## src/rtl/pipe_skid_reg.sv

```systemverilog
// pipe_skid_reg: valid/ready pipeline register with a 2-entry skid buffer and synchronous flush
//   Every output is decoded from flops, so neither out_ready -> in_ready nor in_* -> out_*
//   has a combinational path.
//   Optional macro PIPE_SKID_STATS_EN adds the stall_cnt port and its counter.
//   Ports:
//     clk        rising-edge clock
//     rst        asynchronous active-high reset
//     flush      synchronous squash of all held entries
//     in_valid   upstream presents in_data
//     in_ready   stage can accept in_data this cycle
//     in_data    upstream payload
//     out_valid  out_data is valid
//     out_ready  downstream accepts out_data this cycle
//     out_data   payload at the head of the stage
//     occupancy  entries held (0..2)
//     stall_cnt  saturating count of cycles with out_valid & !out_ready (stats build only)
module pipe_skid_reg #(
    parameter int               WIDTH     = 32,
    parameter logic [WIDTH-1:0] RESET_VAL = '0
) (
    input  logic             clk,
    input  logic             rst,
    input  logic             flush,
    input  logic             in_valid,
    output logic             in_ready,
    input  logic [WIDTH-1:0] in_data,
    output logic             out_valid,
    input  logic             out_ready,
    output logic [WIDTH-1:0] out_data,
    output logic [1:0]       occupancy
`ifdef PIPE_SKID_STATS_EN
    ,
    output logic [31:0]      stall_cnt
`endif
);
    // State encoding equals the entry count, so occupancy is the state itself.
    typedef enum logic [1:0] {EMPTY = 2'd0, ONE = 2'd1, FULL = 2'd2} state_t;
    state_t           state_q, state_d;
    logic [WIDTH-1:0] main_q, main_d, skid_q, skid_d;
    logic             in_fire, out_fire;
    assign in_fire  = in_valid & in_ready;
    assign out_fire = out_valid & out_ready;
    always_ff @(posedge clk or posedge rst) begin
        if (rst) begin
            state_q <= EMPTY;
            main_q  <= RESET_VAL;
            skid_q  <= RESET_VAL;
        end else begin
            state_q <= state_d;
            main_q  <= main_d;
            skid_q  <= skid_d;
        end
    end
    always_comb begin
        state_d = state_q;
        main_d  = main_q;
        skid_d  = skid_q;
        if (flush) begin
            state_d = EMPTY;
            main_d  = RESET_VAL;
            skid_d  = RESET_VAL;
        end else begin
            case (state_q)
                EMPTY: if (in_fire) begin
                    state_d = ONE;
                    main_d  = in_data;
                end
                ONE: if (in_fire && out_fire) begin
                    main_d = in_data;
                end else if (in_fire) begin
                    state_d = FULL;
                    skid_d  = in_data;
                end else if (out_fire) begin
                    state_d = EMPTY;
                end
                // in_ready is low when FULL, so only the drain case exists here.
                FULL: if (out_fire) begin
                    state_d = ONE;
                    main_d  = skid_q;
                end
                default: state_d = EMPTY;
            endcase
        end
    end
    always_comb begin
        in_ready  = state_q != FULL;
        out_valid = state_q != EMPTY;
        occupancy = state_q;
        out_data  = main_q;
    end
`ifdef PIPE_SKID_STATS_EN
    logic [31:0] stall_cnt_q, stall_cnt_d;
    // Saturates rather than wraps; flush deliberately leaves it alone.
    always_comb begin
        stall_cnt_d = (out_valid && !out_ready && stall_cnt_q != 32'hFFFF_FFFF) ? stall_cnt_q + 32'd1 : stall_cnt_q;
    end
    always_ff @(posedge clk or posedge rst) begin
        if (rst) stall_cnt_q <= '0;
        else     stall_cnt_q <= stall_cnt_d;
    end
    assign stall_cnt = stall_cnt_q;
`endif
endmodule

```

## config.mk

```make
export PLATFORM = sky130hd
export DESIGN_NAME = pipe_skid_reg
export DESIGN_NICKNAME = d
export VERILOG_FILES = /design/src/rtl/pipe_skid_reg.sv
export SDC_FILE = /design/constraint.sdc
export NUM_CORES = 1
export LEC_CHECK = 0
export BUFFER_PORTS_ARGS = -buffer_cell sky130_fd_sc_hd__buf_2
export CORE_UTILIZATION = 40
export DETAILED_ROUTE_END_ITERATION = 10
export PLACE_DENSITY = 0.59
export SLEW_MARGIN = 15
export SYNTH_ARGS = -nofsm -noshare
export SYNTH_HDL_FRONTEND = slang
export SYNTH_SLANG_ARGS = --single-unit
```

## constraint.sdc

```tcl
create_clock -name clk -period 3.1 [get_ports clk]
set_input_delay 0.93 -clock clk [delete_from_list [all_inputs] [get_ports clk]]
set_output_delay 0.93 -clock clk [all_outputs]
set_load 0.05 [all_outputs]
```

==> impl_metrics.py, run 1 <==
metrics = {
    "timing": {
        "fin_skew_ns": 0.00668,
        "finalSetupViolations": 0,
        "fin_crit_sh_pct": 73.1,
        "slew_headroom_pct": 41.4,
        "rsz0062_at_grt": "false",
        "hold_viol_final": 0,
        "tightestPinTransition_ns": 0.880,
        "fmax_mhz": 441,
        "fin_setup_tns_ns": 0,
        "maxSlewViolCount": 0,
        "period_needed_ns": 2.27,
    },
    "die": {
        "rows": 32,
        "initial_utilization_pct": 42.2,
        "io-pin-count": 73,
        "dieHeight_um": 93.2,
        "coreArea_um2": 7890,
        "die_w_um": 93.2,
        "die_area_um2": 8690,
    },
    "drt": {
        "drtIter0Drc": 146,
        "wire_per_inst_um": 17.4,
        "routed_via_density": 5.58,
        "num_vias": 2637,
        "drc": 0,
        "wirelength_mm": 8.22,
        "first_pass_iters": 4,
        "ant_nets": 0,
    },
    "critical_path": {
        "crit_type": "flop to output pin",
        "r2r_cells": 3,
        "timing.reg2reg.setup_slack_ns": 1.39,
        "crit_fanout": 9,
        "start_kind": "flop",
        "crit_buf_inv": 1,
        "cp.required_ns": 2.17,
        "endpoint_kind": "output pin",
        "crit_path_cell_trace": "or2_2 > buf_2",
        "r2r-start": "occupancy[0]",
        "path_delay_family": "flip-flops",
        "cpPeakStageDelay_ns": 0.49,
        "slowest_stage": "dfrtp_1",
        "cp.arrival_ns": 1.34,
        "cp-startpoint": "occupancy[1]",
        "worstSetupPathDepth": 2,
    },
    "final_layout": {
        "nNetsFinal": 403,
        "drive_gt1_share_pct": 34.8,
        "antennaDiodeCount": 0,
        "fillers": 721,
        "utilization_pct": 50.0,
        "syn_to_final_growth_pct": 18.6,
    },
    "synth": {
        "synth_nets": 346,
        "synth.largest_area_cell": "dfrtp_1",
        "synth-edff-count": 0,
        "synth_seq_cells": 66,
        "netlist_instances": 309,
        "netlist_top_cells_area": "dfrtp_1 50%, o31ai_2 11%, mux2i_1 9.9%",
        "async_reset_ff_share_pct": 100,
        "syn_avg_cell_area_um2": 10.8,
        "syn-cell-area_um2": 3330,
        "yosysSeqAreaShare_pct": 49.6,
        "ys_types": 22,
        "synth_top_area_share_pct": 49.6,
        "ys_dominant_reg_cell": "dfrtp_1",
        "ys_warn_count": 0,
    },
    "global_route": {
        "overflow": 0,
        "grt_pass1_vias": 2447,
        "grt_pass1_wl_mm": 13.0,
        "antenna_found_initial": 0,
        "grt_util_all_layers_pct": 19.3,
        "grt_max_degree": 66,
    },
    "cts": {
        "cts_root_buf": "clkbuf_8",
        "cts_tree": "done",
        "ctsLongestPathBuffers": 2,
        "h-tree-depth": 3,
        "postCtsSetupBuffers": 0,
        "ctsHoldBuffers": 0,
        "insertion_delay_ns": 0.33,
        "cts.repair.resized": 0,
        "clkTransAtPathRegs_ns": 0.07,
        "cts.sinks": 66,
        "cts_buffers": 9,
    },
    "hold_path": {
        "min_path_type": "flop to flop",
        "hold_depth": 2,
        "hp-start": "skid_q[1]",
    },
    "place": {
        "gp_congestion": 0.724,
        "port_buffers": 72,
        "dp_hpwl_mm": 4.74,
    },
    "job": {
        "maxCapViolations": 0,
    },
    "power": {
        "peakVddDrop_mv": 0.198,
        "power_density_nw_per_um2": 535,
        "leakage_nw": 1.94,
    },
    "run_status": {
        "status": "finished clean",
    },
}
## cell families (layout without fill, tap and decap cells)
| group | Yosys count | in the layout | synth area share [%] |
|---|---|---|---|
| and+or+nand+nor | 73 | 73 | 9.25 |
| buffers and inverters | 37 | 99 | 5.08 |
| AOI/OAI and AO/OA | 100 | 100 | 26.1 |
| muxes | 33 | 33 | 9.93 |
| DFF | 66 | 66 | 49.6 |
## final timing paths
kind / endpoint
setup / recovery: out_valid
hold / removal: skid_q[1]
setup reg to reg: out_data[14]
hold reg to reg: skid_q[1]
max in group asynchronous: out_data[21]
min in group asynchronous: skid_q[27]
## tightest hold or removal path: stages (launching register included)
cell and delay [ns]:
dfrtp_1 0.37, nand2_1 0.06, a21oi_1 0.05
## cell usage in the layout (no fill, tap or decap), drive strengths merged
cell     instances
inv              1
nor2             1
o31ai           32
a21oi           33
o2111ai         32
nand2           65
mux2i           33
nand4bb          1
nand3b           2
bufinv           1
clkbuf          14
clkinv           2
or2              1
nand2b           1
or3b             1
o21a             1
and4bb           1
buf             81
o211a            1
dfrtp           66
a211oi           1
## power by group
group | internal [mW] | switching [mW] | total (mW)
combinational | 0.115 | 0.318 | 0.432
sequential | 0.910 | 0.0303 | 0.940
clock | 0.416 | 0.323 | 0.739
total | 1.44 | 0.672 | 2.11
## layer usage
layer	vias to the layer above	GRT usage [%]	share of wire [%]	wire [µm]
met5	-	0	0	0
met2	69	29.6	47	3840
met3	8	4.23	4.6	375
li1	1261	-	-	-
met4	0	5.13	1.1	89
met1	1299	27.5	48	3920
## synth_stat cells (2+ instances only)
library cell  number
clkbuf_1          26
mux2i_1           33
dfrtp_1           66
nand2_1           65
buf_2              6
buf_6              3
o31ai_2           30
a21oi_1           33
o31ai_1            2
nand3b_1           2
o2111ai_1         32
## cell type report
class                      instances  area [µm²]  share of cell area [%]
inverter                           2        7.51                   0.190
multi-input combinational        206        1520                    38.6
sequential                        66        1650                    41.9
tap                              102         128                    3.23
timing repair buffer              81         440                    11.2
clock inverter                     2        35.0                   0.888
clock buffer                      14         163                    4.12
## through the flow
| step | instance area [µm²] | power [mW] | std cells | worst slack, ns | hold slack, ns |
|---|---|---|---|---|---|
| after global placement | 3750 | 1.39 | 457 | 0.997 | 0.509 |
| after CTS | 3950 | 2.13 | 473 | 0.817 | 0.524 |
| after floorplan | 3330 | 1.27 | 309 | 0.515 | 0.501 |
| after global routing | 3950 | 2.20 | 473 | 0.767 | 0.531 |
| final | 3950 | 2.11 | 473 | 0.833 | 0.522 |
| after detailed placement | 3750 | 1.39 | 457 | 0.960 | 0.515 |
## flip-flops by register name (all words and copies together) (netlist names)
name and flops:
occupancy 2, out_data 32, skid_q 32
Note: power is estimated with default switching activity, not from simulation.
==> run 2, diff against run 1 <==
--- a/config.mk
+++ b/config.mk
@@ -8,7 +8,7 @@
 export BUFFER_PORTS_ARGS = -buffer_cell sky130_fd_sc_hd__buf_2
 export CORE_UTILIZATION = 40
 export DETAILED_ROUTE_END_ITERATION = 10
-export PLACE_DENSITY = 0.59
+export PLACE_DENSITY = 0.61
 export SLEW_MARGIN = 15
 export SYNTH_ARGS = -nofsm -noshare
 export SYNTH_HDL_FRONTEND = slang
==> constraint.sdc (replaced) <==
create_clock -name clk -period 2 [get_ports clk]
set_input_delay 0.6 -clock clk [delete_from_list [all_inputs] [get_ports clk]]
set_output_delay 0.6 -clock clk [all_outputs]
set_load 0.05 [all_outputs]
==> run 2 against run 1 <==
Against the previous run:
- global-route usage increased by 0.66 points
- flip-flop and latch count stayed put
- clock power increased by 89%
- combinational power grew 60%
- non-clock buffer count up 8
- power up 68%
- critical endpoint unchanged
==> impl_metrics.py, run 2 (synthesis gave the netlist of run 1 again) <==
metrics = {
    "die": {
        "dieHeight_um": 93.2,
        "initial_utilization_pct": 42.2,
        "die_area_um2": 8690,
        "rows": 32,
        "die_w_um": 93.2,
        "io-pin-count": 73,
        "coreArea_um2": 7890,
    },
    "critical_path": {
        "crit_type": "flop to output pin",
        "crit_buf_inv": 1,
        "slowest_stage": "dfrtp_1",
        "crit_fanout": 9,
        "endpoint_kind": "output pin",
        "path_delay_family": "flip-flops",
        "crit_path_cell_trace": "or2_2 > buf_2",
        "cp.required_ns": 1.40,
        "start_kind": "flop",
        "cpPeakStageDelay_ns": 0.49,
        "cp.arrival_ns": 1.36,
    },
    "cts": {
        "ctsHoldBuffers": 0,
        "h-tree-depth": 3,
        "cts.sinks": 66,
        "cts_root_buf": "clkbuf_8",
        "ctsLongestPathBuffers": 2,
        "cts_tree": "done",
        "insertion_delay_ns": 0.34,
        "cts.repair.resized": 0,
        "clkTransAtPathRegs_ns": 0.07,
        "postCtsSetupBuffers": 0,
        "cts_buffers": 9,
    },
    "power": {
        "leakage_nw": 2.00,
        "peakVddDrop_mv": 0.398,
        "power_density_nw_per_um2": 869,
    },
    "final_layout": {
        "drive_gt1_share_pct": 36.9,
        "multi_input_area_um2": 1520,
        "fillers": 724,
        "mostFrequentLayoutCells": "72 x buf_2, 65 x nand2_1, 65 x dfrtp_1",
        "nNetsFinal": 411,
        "antennaDiodeCount": 0,
        "syn_to_final_growth_pct": 23.0,
        "final_cell_area_um2": 4090,
        "final_common_cell": "buf_2",
        "regArea_um2": 1650,
    },
    "drt": {
        "drtIter0Drc": 135,
        "num_vias": 2650,
        "drc": 0,
        "routed_via_density": 5.51,
        "wirelength_mm": 8.25,
        "wire_per_inst_um": 17.2,
        "ant_nets": 0,
        "first_pass_iters": 4,
    },
    "timing": {
        "fmax_mhz": 510,
        "fin_setup_tns_ns": 0,
        "period_needed_ns": 1.96,
        "slew_headroom_pct": 73.2,
        "tightestPinTransition_ns": 0.402,
        "rsz0062_at_grt": "false",
        "fin_crit_sh_pct": 98.1,
        "finalSetupViolations": 0,
        "maxSlewViolCount": 0,
        "fin_skew_ns": 0.00708,
        "hold_viol_final": 0,
    },
    "global_route": {
        "grt_util_all_layers_pct": 20.0,
        "grt_max_degree": 67,
        "overflow": 0,
        "grt_pass1_vias": 2550,
        "antenna_found_initial": 0,
        "grt_pass1_wl_mm": 13.4,
    },
    "place": {
        "gp_congestion": 0.752,
        "port_buffers": 72,
        "dp_hpwl_mm": 5.36,
        "placed_area_um2": 3840,
    },
    "hold_path": {
        "min_path_type": "primary input to asynchronous set/reset pin",
    },
    "job": {
        "maxCapViolations": 0,
    },
    "run_status": {
        "status": "finished clean",
    },
}
run 2: changes by cell type in the layout (fill, tap and decap cells not counted):
cell / delta
buf_12: +2
buf_4: +6
bufinv_16: +2
clkbuf_1: -2
clkinv_2: -1
clkinvlp_4: +2
dfrtp_1: -1
dfrtp_2: +1
inv_2: -1
run 2: metal layers:
metal / GRT usage, % / up-vias / share of wire (%)
li1: - / 1274 / -
met4: 6.92 / 0 / 1.4
met2: 30.0 / 69 / 45
met5: 0 / - / 0
met3: 3.74 / 10 / 4.5
met1: 28.8 / 1297 / 49
run 2: final cells by class:
type	instances	share of cell area (%)
multi-input combinational	206	37.2
inverter	2	0.275
clock inverter	4	2.39
tap	102	3.12
timing repair buffer	89	12.8
sequential	66	40.4
clock buffer	12	3.79
run 2: power by group:
part           switching (mW)  internal, mW  total [mW]
Combinational           0.496         0.195       0.691
Clock                   0.505         0.897        1.40
Sequential             0.0494          1.41        1.46
Total                    1.05          2.50        3.55
run 2: worst reg2reg max path, delay by kind of cell (launching register included):
family	cells	cell delay (ns)
buffers and inverters	2	0.59
AND/OR/NAND/NOR	2	0.41
flip-flops	1	0.37
AO/OA/AOI/OAI	1	0.14
run 2: final timing paths:
path | slack [ns] | end | from | depth (start not counted)
setup reg to reg | 0.41 | skid_q[21] | occupancy[0] | 5
hold reg to reg | 0.52 | skid_q[1] | skid_q[1] | 2
setup / recovery | 0.04 | out_valid | occupancy[1] | 2
hold / removal | 0.34 | skid_q[13] | rst | 3
min in group clk | 0.50 | skid_q[7] | in_data[7] | 3
max in group asynchronous | 1.36 | out_data[28] | rst | 3
run 2: per-stage QoR:
stage	setup WS, ns	utilization, %	instances	hold slack (ns)	power, mW
after floorplan	0.0483	-	309	0.501	1.97
after detailed placement	0.362	48.7	465	0.515	2.18
after global placement	0.378	48.7	465	0.509	2.17
final	0.0378	51.9	481	0.335	3.55
after CTS	0.0255	51.9	481	0.352	3.58
after global routing	0.00859	51.9	481	0.381	3.68
==> run 3, diff against run 2 <==
--- a/config.mk
+++ b/config.mk
@@ -6,9 +6,11 @@
 export NUM_CORES = 1
 export LEC_CHECK = 0
 export BUFFER_PORTS_ARGS = -buffer_cell sky130_fd_sc_hd__buf_2
-export CORE_UTILIZATION = 40
+export CELL_PAD_IN_SITES_DETAIL_PLACEMENT = 1
+export CELL_PAD_IN_SITES_GLOBAL_PLACEMENT = 2
+export CORE_UTILIZATION = 31
 export DETAILED_ROUTE_END_ITERATION = 10
-export PLACE_DENSITY = 0.61
+export PLACE_DENSITY = 0.73
 export SLEW_MARGIN = 15
 export SYNTH_ARGS = -nofsm -noshare
 export SYNTH_HDL_FRONTEND = slang
==> run 3 against run 2 <==
Against the previous run:
- first-iteration DRC count down 5.9%
- setup slack better by 0.048 ns
- sequential power about the same
- register-to-register slack improved by 0.13 ns
- fmax grew 2.5%
- critical path depth unchanged
- combinational power grew 3%
- critical path type unchanged
- largest power group unchanged
- highest routed layer unchanged
==> impl_metrics.py, run 3 (synthesis gave the netlist of run 1 again) <==
metrics = {
    "timing": {
        "fin_skew_ns": 0.00900,
        "fin_setup_tns_ns": 0,
        "tightestPinTransition_ns": 0.421,
        "fin_crit_sh_pct": 95.7,
        "fmax_mhz": 522,
        "finalSetupViolations": 0,
        "maxSlewViolCount": 0,
        "rsz0062_at_grt": "false",
        "slew_headroom_pct": 71.9,
        "period_needed_ns": 1.91,
        "hold_viol_final": 0,
    },
    "power": {
        "peakVddDrop_mv": 0.316,
        "power.total_mw": 3.43,
        "power_density_nw_per_um2": 830,
        "leakage_nw": 1.99,
    },
    "critical_path": {
        "start_kind": "flop",
        "path_delay_family": "flip-flops",
        "cpPeakStageDelay_ns": 0.48,
        "crit_path_cell_trace": "or2_2 > buf_2",
        "endpoint_kind": "output pin",
        "crit_fanout": 9,
        "cp.arrival_ns": 1.31,
        "crit_buf_inv": 1,
        "slowest_stage": "dfrtp_2",
        "cp.required_ns": 1.40,
        "crit_type": "flop to output pin",
    },
    "global_route": {
        "grt_pass1_vias": 2817,
        "grt_util_all_layers_pct": 17.8,
        "grt_pass1_wl_mm": 15.3,
        "overflow": 0,
        "grt_max_degree": 67,
        "antenna_found_initial": 0,
    },
    "final_layout": {
        "drive_gt1_share_pct": 37.1,
        "fillers": 1189,
        "mostFrequentLayoutCells": "72 x buf_2, 65 x nand2_1, 64 x dfrtp_1",
        "final_common_cell": "buf_2",
        "utilization_pct": 39.8,
        "antennaDiodeCount": 0,
        "nNetsFinal": 409,
        "stdcell_count": 513,
        "syn_to_final_growth_pct": 24.1,
    },
    "die": {
        "die_area_um2": 11200,
        "coreArea_um2": 10400,
        "initial_utilization_pct": 32.1,
        "io-pin-count": 73,
        "dieHeight_um": 106,
        "rows": 37,
        "die_w_um": 106,
    },
    "drt": {
        "num_vias": 2671,
        "wire_per_inst_um": 18.3,
        "drtIter0Drc": 127,
        "routed_via_density": 5.21,
        "wirelength_mm": 9.40,
        "ant_nets": 0,
        "drc": 0,
        "first_pass_iters": 4,
    },
    "place": {
        "gp_congestion": 0.663,
        "dp_cells": 497,
        "dp_hpwl_mm": 5.76,
        "port_buffers": 72,
    },
    "run_status": {
        "status": "finished clean",
    },
    "cts": {
        "h-tree-depth": 3,
        "cts_buffers": 9,
        "ctsLongestPathBuffers": 2,
        "cts.sinks": 66,
        "clkTransAtPathRegs_ns": 0.08,
        "postCtsSetupBuffers": 0,
        "cts_root_buf": "clkbuf_8",
        "cts_tree": "done",
        "insertion_delay_ns": 0.34,
    },
    "hold_path": {
        "min_path_type": "primary input to asynchronous set/reset pin",
    },
    "job": {
        "maxCapViolations": 0,
    },
}
==> run 3: stage by stage <==
| stage | worst slack [ns] | hold slack [ns] | area, µm² |
|---|---|---|---|
| finish | 0.0857 | 0.346 | 4130 |
| global route | 0.0393 | 0.362 | 4130 |
| CTS | 0.0365 | 0.363 | 4130 |
| detailed placement | 0.315 | 0.515 | 3910 |
| global placement | 0.370 | 0.508 | 3910 |
| floorplan | 0.0483 | 0.501 | 3330 |
==> run 3: tightest hold or removal path: cells and delay by family <==
| family | cells | cell delay [ns] |
|---|---|---|
| buffers and inverters | 3 | 0.50 |
==> run 3: final timing paths <==
kind / slack (ns) / depth (start not counted) / to / from
worst max-delay path: 0.09 / 2 / out_valid / occupancy[1]
worst min-delay path: 0.35 / 3 / skid_q[5] / rst
worst max register to register: 0.54 / 5 / skid_q[21] / occupancy[0]
worst min register to register: 0.52 / 2 / skid_q[2] / skid_q[2]
max in group asynchronous: 1.33 / 3 / occupancy[0] / rst
min in group clk: 0.50 / 3 / skid_q[12] / in_data[12]
==> run 3: power breakdown <==
| group | internal [mW] | switching, mW |
|---|---|---|
| Clock | 0.733 | 0.525 |
| Sequential | 1.41 | 0.0498 |
| Combinational | 0.203 | 0.506 |
==> run 3: final cells by class <==
cell class / instances / area, µm² / area share, %
repair buffers: 87 / 548 / 13.3
clock buffers: 11 / 141 / 3.42
well taps: 136 / 170 / 4.12
flip-flops and latches: 66 / 1650 / 40.1
inverters: 2 / 11.3 / 0.273
multi-input cells: 206 / 1530 / 37.0
clock inverters: 5 / 77.6 / 1.88
==> run 3: per-layer routing <==
| metal | global-route usage (%) | vias up | routed length, µm |
|---|---|---|---|
| li1 | - | 1272 | - |
| met1 | 24.7 | 1343 | 4490 |
| met2 | 28.0 | 48 | 4430 |
| met3 | 2.91 | 8 | 365 |
| met4 | 6.25 | 0 | 109 |
| met5 | 0 | - | 0 |
==> run 3: what timing repair did <==
action / CTS / global route
gates resized for setup: 0 / 1
hold buffers: 0 / 0
endpoints found under the setup margin: 0 / 1
